**config.mk**
```make
export PLATFORM = sky130hd
export DESIGN_NAME = sseg_scan_decoder_flat
export DESIGN_NICKNAME = d
export VERILOG_FILES = /design/src/rtl/sseg_scan_if.sv /design/src/rtl/sseg_scan_decoder.sv /design/src/flat_wrapper.sv
export SDC_FILE = /design/constraint.sdc
export NUM_CORES = 1
export LEC_CHECK = 0
export ABC_AREA = 1
export BUFFER_PORTS_ARGS = -buffer_cell sky130_fd_sc_hd__buf_2
export CAP_MARGIN = 20
export CORE_MARGIN = 2
export CORE_UTILIZATION = 62
export CTS_CLUSTER_DIAMETER = 60
export DETAILED_ROUTE_END_ITERATION = 6
export PLACE_DENSITY = 0.84
export SETUP_SLACK_MARGIN = 0.15
export SLEW_MARGIN = 25
export SYNTH_ARGS = -nofsm -noshare
export SYNTH_HDL_FRONTEND = slang
export SYNTH_SLANG_ARGS = --single-unit
```
**constraint.sdc**
```tcl
create_clock -name clk -period 8.8 [get_ports clk]
set_clock_uncertainty 0.2 [all_clocks]
set_input_delay 1.76 -clock clk [delete_from_list [all_inputs] [get_ports clk]]
set_output_delay 1.76 -clock clk [all_outputs]
set_load 0.01 [all_outputs]
```
**src/rtl/sseg_scan_if.sv**
```systemverilog
// sseg_scan_if
//   Bundles the multiplexed seven-segment scan bus (an/sseg/dp, active-low)
//   together with the decoded frame and status outputs of sseg_scan_decoder.
//   master : the side that drives the scan bus and consumes decoded frames
//   slave  : the decoder
// Signals
//   an[3:0]          anode enables, active-low, an[i]=0 selects digit i
//   sseg[6:0]        segments, active-low, {g,f,e,d,c,b,a}
//   dp               decimal point, active-low
//   digit0..digit3   decoded 4-bit code of each digit
//   blank_mask       bit i set: digit i was blank
//   dp_mask          bit i set: dp was lit while digit i was captured
//   err_mask         bit i set: digit i pattern was undecodable
//   frame_valid      1-cycle pulse, frame outputs just updated
//   pattern_err      1-cycle pulse on a capture with an undecodable pattern
//   anode_err        1-cycle pulse per registered cycle with >=2 anodes low
//   scan_lost        level, no capture for TIMEOUT_CYCLES cycles
interface sseg_scan_if;
  logic [3:0] an;
  logic [6:0] sseg;
  logic       dp;
  logic [3:0] digit0;
  logic [3:0] digit1;
  logic [3:0] digit2;
  logic [3:0] digit3;
  logic [3:0] blank_mask;
  logic [3:0] dp_mask;
  logic [3:0] err_mask;
  logic       frame_valid;
  logic       pattern_err;
  logic       anode_err;
  logic       scan_lost;

  modport master (
    output an, sseg, dp,
    input  digit0, digit1, digit2, digit3,
    input  blank_mask, dp_mask, err_mask,
    input  frame_valid, pattern_err, anode_err, scan_lost
  );

  modport slave (
    input  an, sseg, dp,
    output digit0, digit1, digit2, digit3,
    output blank_mask, dp_mask, err_mask,
    output frame_valid, pattern_err, anode_err, scan_lost
  );
endinterface

```
**src/rtl/sseg_scan_decoder.sv**
```systemverilog
// sseg_scan_decoder
//   Receive side of the 4-digit multiplexed seven-segment scan bus. Each digit
//   is sampled while its anode is active and settled, its segment pattern is
//   decoded back to a digit code, and complete 4-digit frames are published.
//   Scan faults (overlapping anodes, bad patterns, lost scan) are flagged.
// Parameters
//   SETTLE_CYCLES   cycles an must hold one one-hot-low value before capture (>=1)
//   TIMEOUT_CYCLES  cycles without any capture before scan_lost asserts (>=2)
// Configuration macro
//   SSEG_HEX_DECODE_EN  when defined, patterns for A,b,C,d,E,F decode to codes
//                       4'hA..4'hF; otherwise they are undecodable.
// Ports
//   clk    system clock, posedge
//   reset  asynchronous, active-high
//   bus    sseg_scan_if.slave (scan bus in, frame and status out)
module sseg_scan_decoder #(
  parameter int SETTLE_CYCLES  = 1,
  parameter int TIMEOUT_CYCLES = 1024
) (
  input  logic       clk,
  input  logic       reset,
  sseg_scan_if.slave bus
);

  localparam int SW = $clog2(SETTLE_CYCLES + 1);
  localparam int IW = $clog2(TIMEOUT_CYCLES + 1);
  localparam logic [SW-1:0] SETTLE_MAX  = SW'(SETTLE_CYCLES);
  localparam logic [IW-1:0] TIMEOUT_MAX = IW'(TIMEOUT_CYCLES);

  // Result packing: {err, blank, code[3:0]}
  function automatic logic [5:0] decode(input logic [6:0] s);
    logic [5:0] r;
    r = 6'b10_0000;
    case (s)
      7'h40: r = 6'h00;
      7'h79: r = 6'h01;
      7'h24: r = 6'h02;
      7'h30: r = 6'h03;
      7'h19: r = 6'h04;
      7'h12: r = 6'h05;
      7'h02: r = 6'h06;
      7'h78: r = 6'h07;
      7'h00: r = 6'h08;
      7'h10: r = 6'h09;
      7'h7F: r = 6'b01_0000;
`ifdef SSEG_HEX_DECODE_EN
      7'h08: r = 6'h0A;
      7'h03: r = 6'h0B;
      7'h46: r = 6'h0C;
      7'h21: r = 6'h0D;
      7'h06: r = 6'h0E;
      7'h0E: r = 6'h0F;
`endif
      default: r = 6'b10_0000;
    endcase
    return r;
  endfunction

  // stage 1
  logic [3:0] an_q;
  logic [6:0] sseg_q;
  logic       dp_q;
  logic       anode_err_q;

  // settle / capture
  logic [SW-1:0] stable_cnt;
  logic          dwell_done;
  logic          capture;
  logic [1:0]    cap_idx;
  logic [3:0]    cap_bit;
  logic [5:0]    dec;

  // stage 2 shadow
  logic [3:0][3:0] sh_code;
  logic [3:0]      sh_blank;
  logic [3:0]      sh_dp;
  logic [3:0]      sh_err;
  logic [3:0]      cap_mask;
  logic            pattern_err_q;

  // stage 3 outputs
  logic [3:0][3:0] digit_q;
  logic [3:0]      blank_q;
  logic [3:0]      dpm_q;
  logic [3:0]      err_q;
  logic            frame_valid_q;

  logic [IW-1:0]   idle_cnt;

  // anode_err is judged on the incoming value so it lines up with the cycle
  // that value sits in an_q, without a false pulse from the reset value of an_q.
  always_ff @(posedge clk or posedge reset) begin
    if (reset) begin
      an_q        <= '0;
      sseg_q      <= '0;
      dp_q        <= 1'b0;
      anode_err_q <= 1'b0;
    end else begin
      an_q        <= bus.an;
      sseg_q      <= bus.sseg;
      dp_q        <= bus.dp;
      anode_err_q <= ($countones(~bus.an) >= 2);
    end
  end

  // dwell_done limits a dwell to one capture even after stable_cnt saturates.
  always_ff @(posedge clk or posedge reset) begin
    if (reset) begin
      stable_cnt <= '0;
      dwell_done <= 1'b0;
    end else if (bus.an != an_q) begin
      stable_cnt <= SW'(1);
      dwell_done <= 1'b0;
    end else begin
      if (stable_cnt != SETTLE_MAX)
        stable_cnt <= stable_cnt + SW'(1);
      if (capture)
        dwell_done <= 1'b1;
    end
  end

  assign capture = $onehot(~an_q) && (stable_cnt == SETTLE_MAX) && !dwell_done;
  assign cap_bit = capture ? ~an_q : 4'h0;
  assign dec     = decode(sseg_q);

  always_comb begin
    cap_idx = 2'd0;
    case (an_q)
      4'b1101: cap_idx = 2'd1;
      4'b1011: cap_idx = 2'd2;
      4'b0111: cap_idx = 2'd3;
      default: cap_idx = 2'd0;
    endcase
  end

  always_ff @(posedge clk or posedge reset) begin
    if (reset) begin
      sh_code       <= '0;
      sh_blank      <= '0;
      sh_dp         <= '0;
      sh_err        <= '0;
      cap_mask      <= '0;
      pattern_err_q <= 1'b0;
    end else begin
      pattern_err_q <= capture & dec[5];
      if (capture) begin
        sh_code[cap_idx]  <= dec[3:0];
        sh_blank[cap_idx] <= dec[4];
        sh_dp[cap_idx]    <= ~dp_q;
        sh_err[cap_idx]   <= dec[5];
      end
      // A capture landing while the full frame is being published starts the next frame.
      if (cap_mask == 4'hF)
        cap_mask <= cap_bit;
      else
        cap_mask <= cap_mask | cap_bit;
    end
  end

  always_ff @(posedge clk or posedge reset) begin
    if (reset) begin
      digit_q       <= '0;
      blank_q       <= '0;
      dpm_q         <= '0;
      err_q         <= '0;
      frame_valid_q <= 1'b0;
    end else if (cap_mask == 4'hF) begin
      digit_q       <= sh_code;
      blank_q       <= sh_blank;
      dpm_q         <= sh_dp;
      err_q         <= sh_err;
      frame_valid_q <= 1'b1;
    end else begin
      frame_valid_q <= 1'b0;
    end
  end

  always_ff @(posedge clk or posedge reset) begin
    if (reset)
      idle_cnt <= '0;
    else if (capture)
      idle_cnt <= '0;
    else if (idle_cnt != TIMEOUT_MAX)
      idle_cnt <= idle_cnt + IW'(1);
  end

  assign bus.digit0      = digit_q[0];
  assign bus.digit1      = digit_q[1];
  assign bus.digit2      = digit_q[2];
  assign bus.digit3      = digit_q[3];
  assign bus.blank_mask  = blank_q;
  assign bus.dp_mask     = dpm_q;
  assign bus.err_mask    = err_q;
  assign bus.frame_valid = frame_valid_q;
  assign bus.pattern_err = pattern_err_q;
  assign bus.anode_err   = anode_err_q;
  assign bus.scan_lost   = (idle_cnt == TIMEOUT_MAX);

endmodule
```
**src/flat_wrapper.sv**
```systemverilog
// flat-port wrapper written by rule: the top's interface ports become plain ports
module sseg_scan_decoder_flat 
#(
  parameter int SETTLE_CYCLES  = 1,
  parameter int TIMEOUT_CYCLES = 1024
)
  (clk, reset, bus_an, bus_sseg, bus_dp, bus_digit0, bus_digit1, bus_digit2, bus_digit3, bus_blank_mask, bus_dp_mask, bus_err_mask, bus_frame_valid, bus_pattern_err, bus_anode_err, bus_scan_lost);
  sseg_scan_if bus_i ();
  input  logic clk;
  input  logic reset;
  input wire logic [$bits(bus_i.an)-1:0] bus_an;
  input wire logic [$bits(bus_i.sseg)-1:0] bus_sseg;
  input wire logic [$bits(bus_i.dp)-1:0] bus_dp;
  output wire logic [$bits(bus_i.digit0)-1:0] bus_digit0;
  output wire logic [$bits(bus_i.digit1)-1:0] bus_digit1;
  output wire logic [$bits(bus_i.digit2)-1:0] bus_digit2;
  output wire logic [$bits(bus_i.digit3)-1:0] bus_digit3;
  output wire logic [$bits(bus_i.blank_mask)-1:0] bus_blank_mask;
  output wire logic [$bits(bus_i.dp_mask)-1:0] bus_dp_mask;
  output wire logic [$bits(bus_i.err_mask)-1:0] bus_err_mask;
  output wire logic [$bits(bus_i.frame_valid)-1:0] bus_frame_valid;
  output wire logic [$bits(bus_i.pattern_err)-1:0] bus_pattern_err;
  output wire logic [$bits(bus_i.anode_err)-1:0] bus_anode_err;
  output wire logic [$bits(bus_i.scan_lost)-1:0] bus_scan_lost;
  assign bus_i.an = bus_an;
  assign bus_i.sseg = bus_sseg;
  assign bus_i.dp = bus_dp;
  assign bus_digit0 = bus_i.digit0;
  assign bus_digit1 = bus_i.digit1;
  assign bus_digit2 = bus_i.digit2;
  assign bus_digit3 = bus_i.digit3;
  assign bus_blank_mask = bus_i.blank_mask;
  assign bus_dp_mask = bus_i.dp_mask;
  assign bus_err_mask = bus_i.err_mask;
  assign bus_frame_valid = bus_i.frame_valid;
  assign bus_pattern_err = bus_i.pattern_err;
  assign bus_anode_err = bus_i.anode_err;
  assign bus_scan_lost = bus_i.scan_lost;
  sseg_scan_decoder #(.SETTLE_CYCLES(SETTLE_CYCLES), .TIMEOUT_CYCLES(TIMEOUT_CYCLES)) u_core (.clk(clk), .reset(reset), .bus(bus_i));
endmodule
```
==> impl_metrics.json <==
{
  "timing.reg2reg.setup_slack_ns": 5.60,
  "syn_area_per_cell_um2": 9.04,
  "post_cts.repair.setup_buffers": 0,
  "drive_gt1_share_pct": 15.6,
  "hold_path.class": "reg2reg",
  "initial_core_util_pct": 65.1,
  "detail_route.wirelength_um": 7260,
  "hold_buffers": 0,
  "timing_worst_setup_path_type": "reg2out",
  "detailed_place.area_um2": 4190,
  "core_um2": 5990,
  "run_status": "finished, final reports clean",
  "grt_setup_unrepaired": "no",
  "syn_inst": 431,
  "period_share_pct": 39.8,
  "grt_pass1_vias": 2861,
  "dpl.hpwl_um": 4920,
  "final_core_util_pct": 73.4,
  "detail_route.vias_per_cell": 5.16,
  "biggestRegsByFlops": "u_core.sh_code x16, u_core.idle_cnt x11, u_core.sseg_q x7",
  "finalCriticalPeriod_ns": 3.50,
  "critical_path_arrival_ns": 1.54,
  "worstReg2RegEnd": "u_core.sh_dp[2]",
  "die_w_um": 83.3,
  "yosysTopAreaCellShare_pct": 56.5,
  "p_leak_uw": 0.00228,
  "route.vias.total": 2894,
  "max_freq_mhz": 286,
  "post-route-cell-area_um2": 4400,
  "post_synth_most_frequent_cells": "nand2_1, dfrtp_1, inv_1",
  "dieArea_um2": 6940,
  "setup_viol_count_final": 0,
  "synth_flop_cell": "dfrtp_1",
  "synth-edff-count": 0,
  "hold_ws_ns": 0.290,
  "clock-sinks": 88,
  "yosys.cell_types.count": 26,
  "design.final.nets": 509,
  "synth_seq_cells": 88,
  "post_syn_nets": 459,
  "yosysMostFrequentCell": "nand2_1",
  "wl_per_cell_um": 12.9,
  "io-pin-count": 46,
  "clock_tree.buffer_depth": 2,
  "drt_pre_antenna_iters": 5,
  "maximum_number_of_pins_on_one_net_before_global_route_repair": 89,
  "timing.setup.tns_ns": 0,
  "worst_hold_path.num_cells": 2,
  "crit_path_start_kind": "flip-flop",
  "rows": 28,
  "drv.max_cap_violation_count": 0,
  "tritoncts_clock_tree": "done",
  "clock_tree.htree_level_count": 3,
  "synthToLayoutAreaGrowth_pct": 12.8,
  "antenna_found_initial": 0,
  "clk_pin_slew_worst_paths_ns": 0.08,
  "worstHoldEndpoint": "u_core.sh_code[4]",
  "slew_violations": 0,
  "worst_skew_pair.late_latency_ns": 0.36,
  "post_synth_instance_area_um2": 3900,
  "largest_cells_by_area_after_synthesis": "dfrtp_1, nand2_1, inv_1",
  "register_to_register_path_depth": 10,
  "worst_r2r_startpoint": "u_core.an_q[3]",
  "largest_reg_flops": 16,
  "worstPathMaxFanout": 4,
  "cts_root_buffer": "clkbuf_8",
  "detailed_route_iter0_violations": 225,
  "buffer_ports.inserted": 45,
  "global_route.overflow_total": 0,
  "crit_path_end_kind": "output pin",
  "drt.antenna.violating_nets": 0,
  "die_y_um": 83.3,
  "asyncSetResetFlopFracSynth_pct": 100,
  "cts_made_buffers": 9,
  "diodes": 0,
  "synth.largest_area_cell": "dfrtp_1",
  "relative_slew_slack_pct": 33.4,
  "ys_seq_area_share_pct": 56.5,
  "top_register": "u_core.sh_code",
  "gr-usage-all-layers_pct": 23.4,
  "power-per-cell-area_nw_per_um2": 239,
  "drc": 0,
  "required_ns": 6.84,
  "worst_pin_slew_ns": 0.991,
  "synth.yosys.warnings": 0,
  "global_route_wire_length_before_repair_um": 12900,
  "peakVddDrop_mv": 0.201,
  "hp-start": "u_core.sh_code[4]",
  "report.final.hold_viol_count": 0,
  "finalWeightedCongestion": 0.862,
  "design_power_total_uw": 1050,
  "postCtsResizedCells": 0
}
==> report_power, final <==
part           internal, uW  switching [uW]
logic                  89.5             145
clock network           147             140
registers               482            47.8
total                   719             332
==> area by class of cell <==
class	instances	area (um2)
sequential	88	2200
fill	404	1590
multi-input combinational	263	1380
inverter	72	272
timing repair buffer	47	244
clock buffer	12	155
tap	75	93.8
clock inverter	4	51.3
==> kinds of logic after synthesis <==
family / synth area share (%)
buffers and inverters: 8.09
adder cells (fa/ha/maj): 4.88
AO/OA/AOI/OAI: 8.35
AND/OR/NAND/NOR: 21.2
flip-flops: 56.5
other: 0.0962
XOR/XNOR: 0.899
==> how the worst max path moves through the flow <==
stage | cells past startpoint | startpoint | end | slack (ns)
floorplan | 1 | reset | u_core.an_q[0] | 4.56
global placement | 7 | bus_an[2] | u_core.bus.anode_err | 5.47
detailed placement | 7 | bus_an[0] | u_core.bus.anode_err | 5.45
CTS | 7 | u_core.idle_cnt[0] | bus_scan_lost | 5.30
global route | 6 | u_core.idle_cnt[8] | bus_scan_lost | 5.15
finish | 7 | u_core.idle_cnt[0] | bus_scan_lost | 5.30
==> metrics by stage <==
stage | instances | setup WS [ns]
CTS | 561 | 5.30
global placement | 545 | 5.47
global route | 561 | 5.15
finish | 561 | 5.30
floorplan | 431 | 4.56
detailed placement | 545 | 5.45
==> placed cells by master (no fill, tap or decap), drive strengths merged, types with 12 or more instances in the layout <==
| cell type | n |
|---|---|
| nand3 | 17 |
| a21oi | 17 |
| buf | 47 |
| clkbuf | 12 |
| o21ai | 41 |
| ha | 12 |
| dfrtp | 88 |
| nand2 | 108 |
| nor2 | 34 |
| inv | 72 |
==> critical path, stage by stage, from the launching register on <==
cell and delay, ns:
dfrtp_1 0.42, inv_1 0.09, ha_1 0.14, nand2_1 0.05, nor3_1 0.13, nand2_1 0.13
inv_1 0.11, buf_2 0.13
==> metal layers <==
layer | up-vias | GRT usage, % | share of wire [%]
met3 | 13 | 6.96 | 5.5
met5 | - | 0 | 0
met2 | 82 | 36.9 | 47
li1 | 1454 | - | -
met1 | 1345 | 30.8 | 45
met4 | 0 | 8.64 | 2.0
Note: power is estimated with default switching activity, not from simulation.
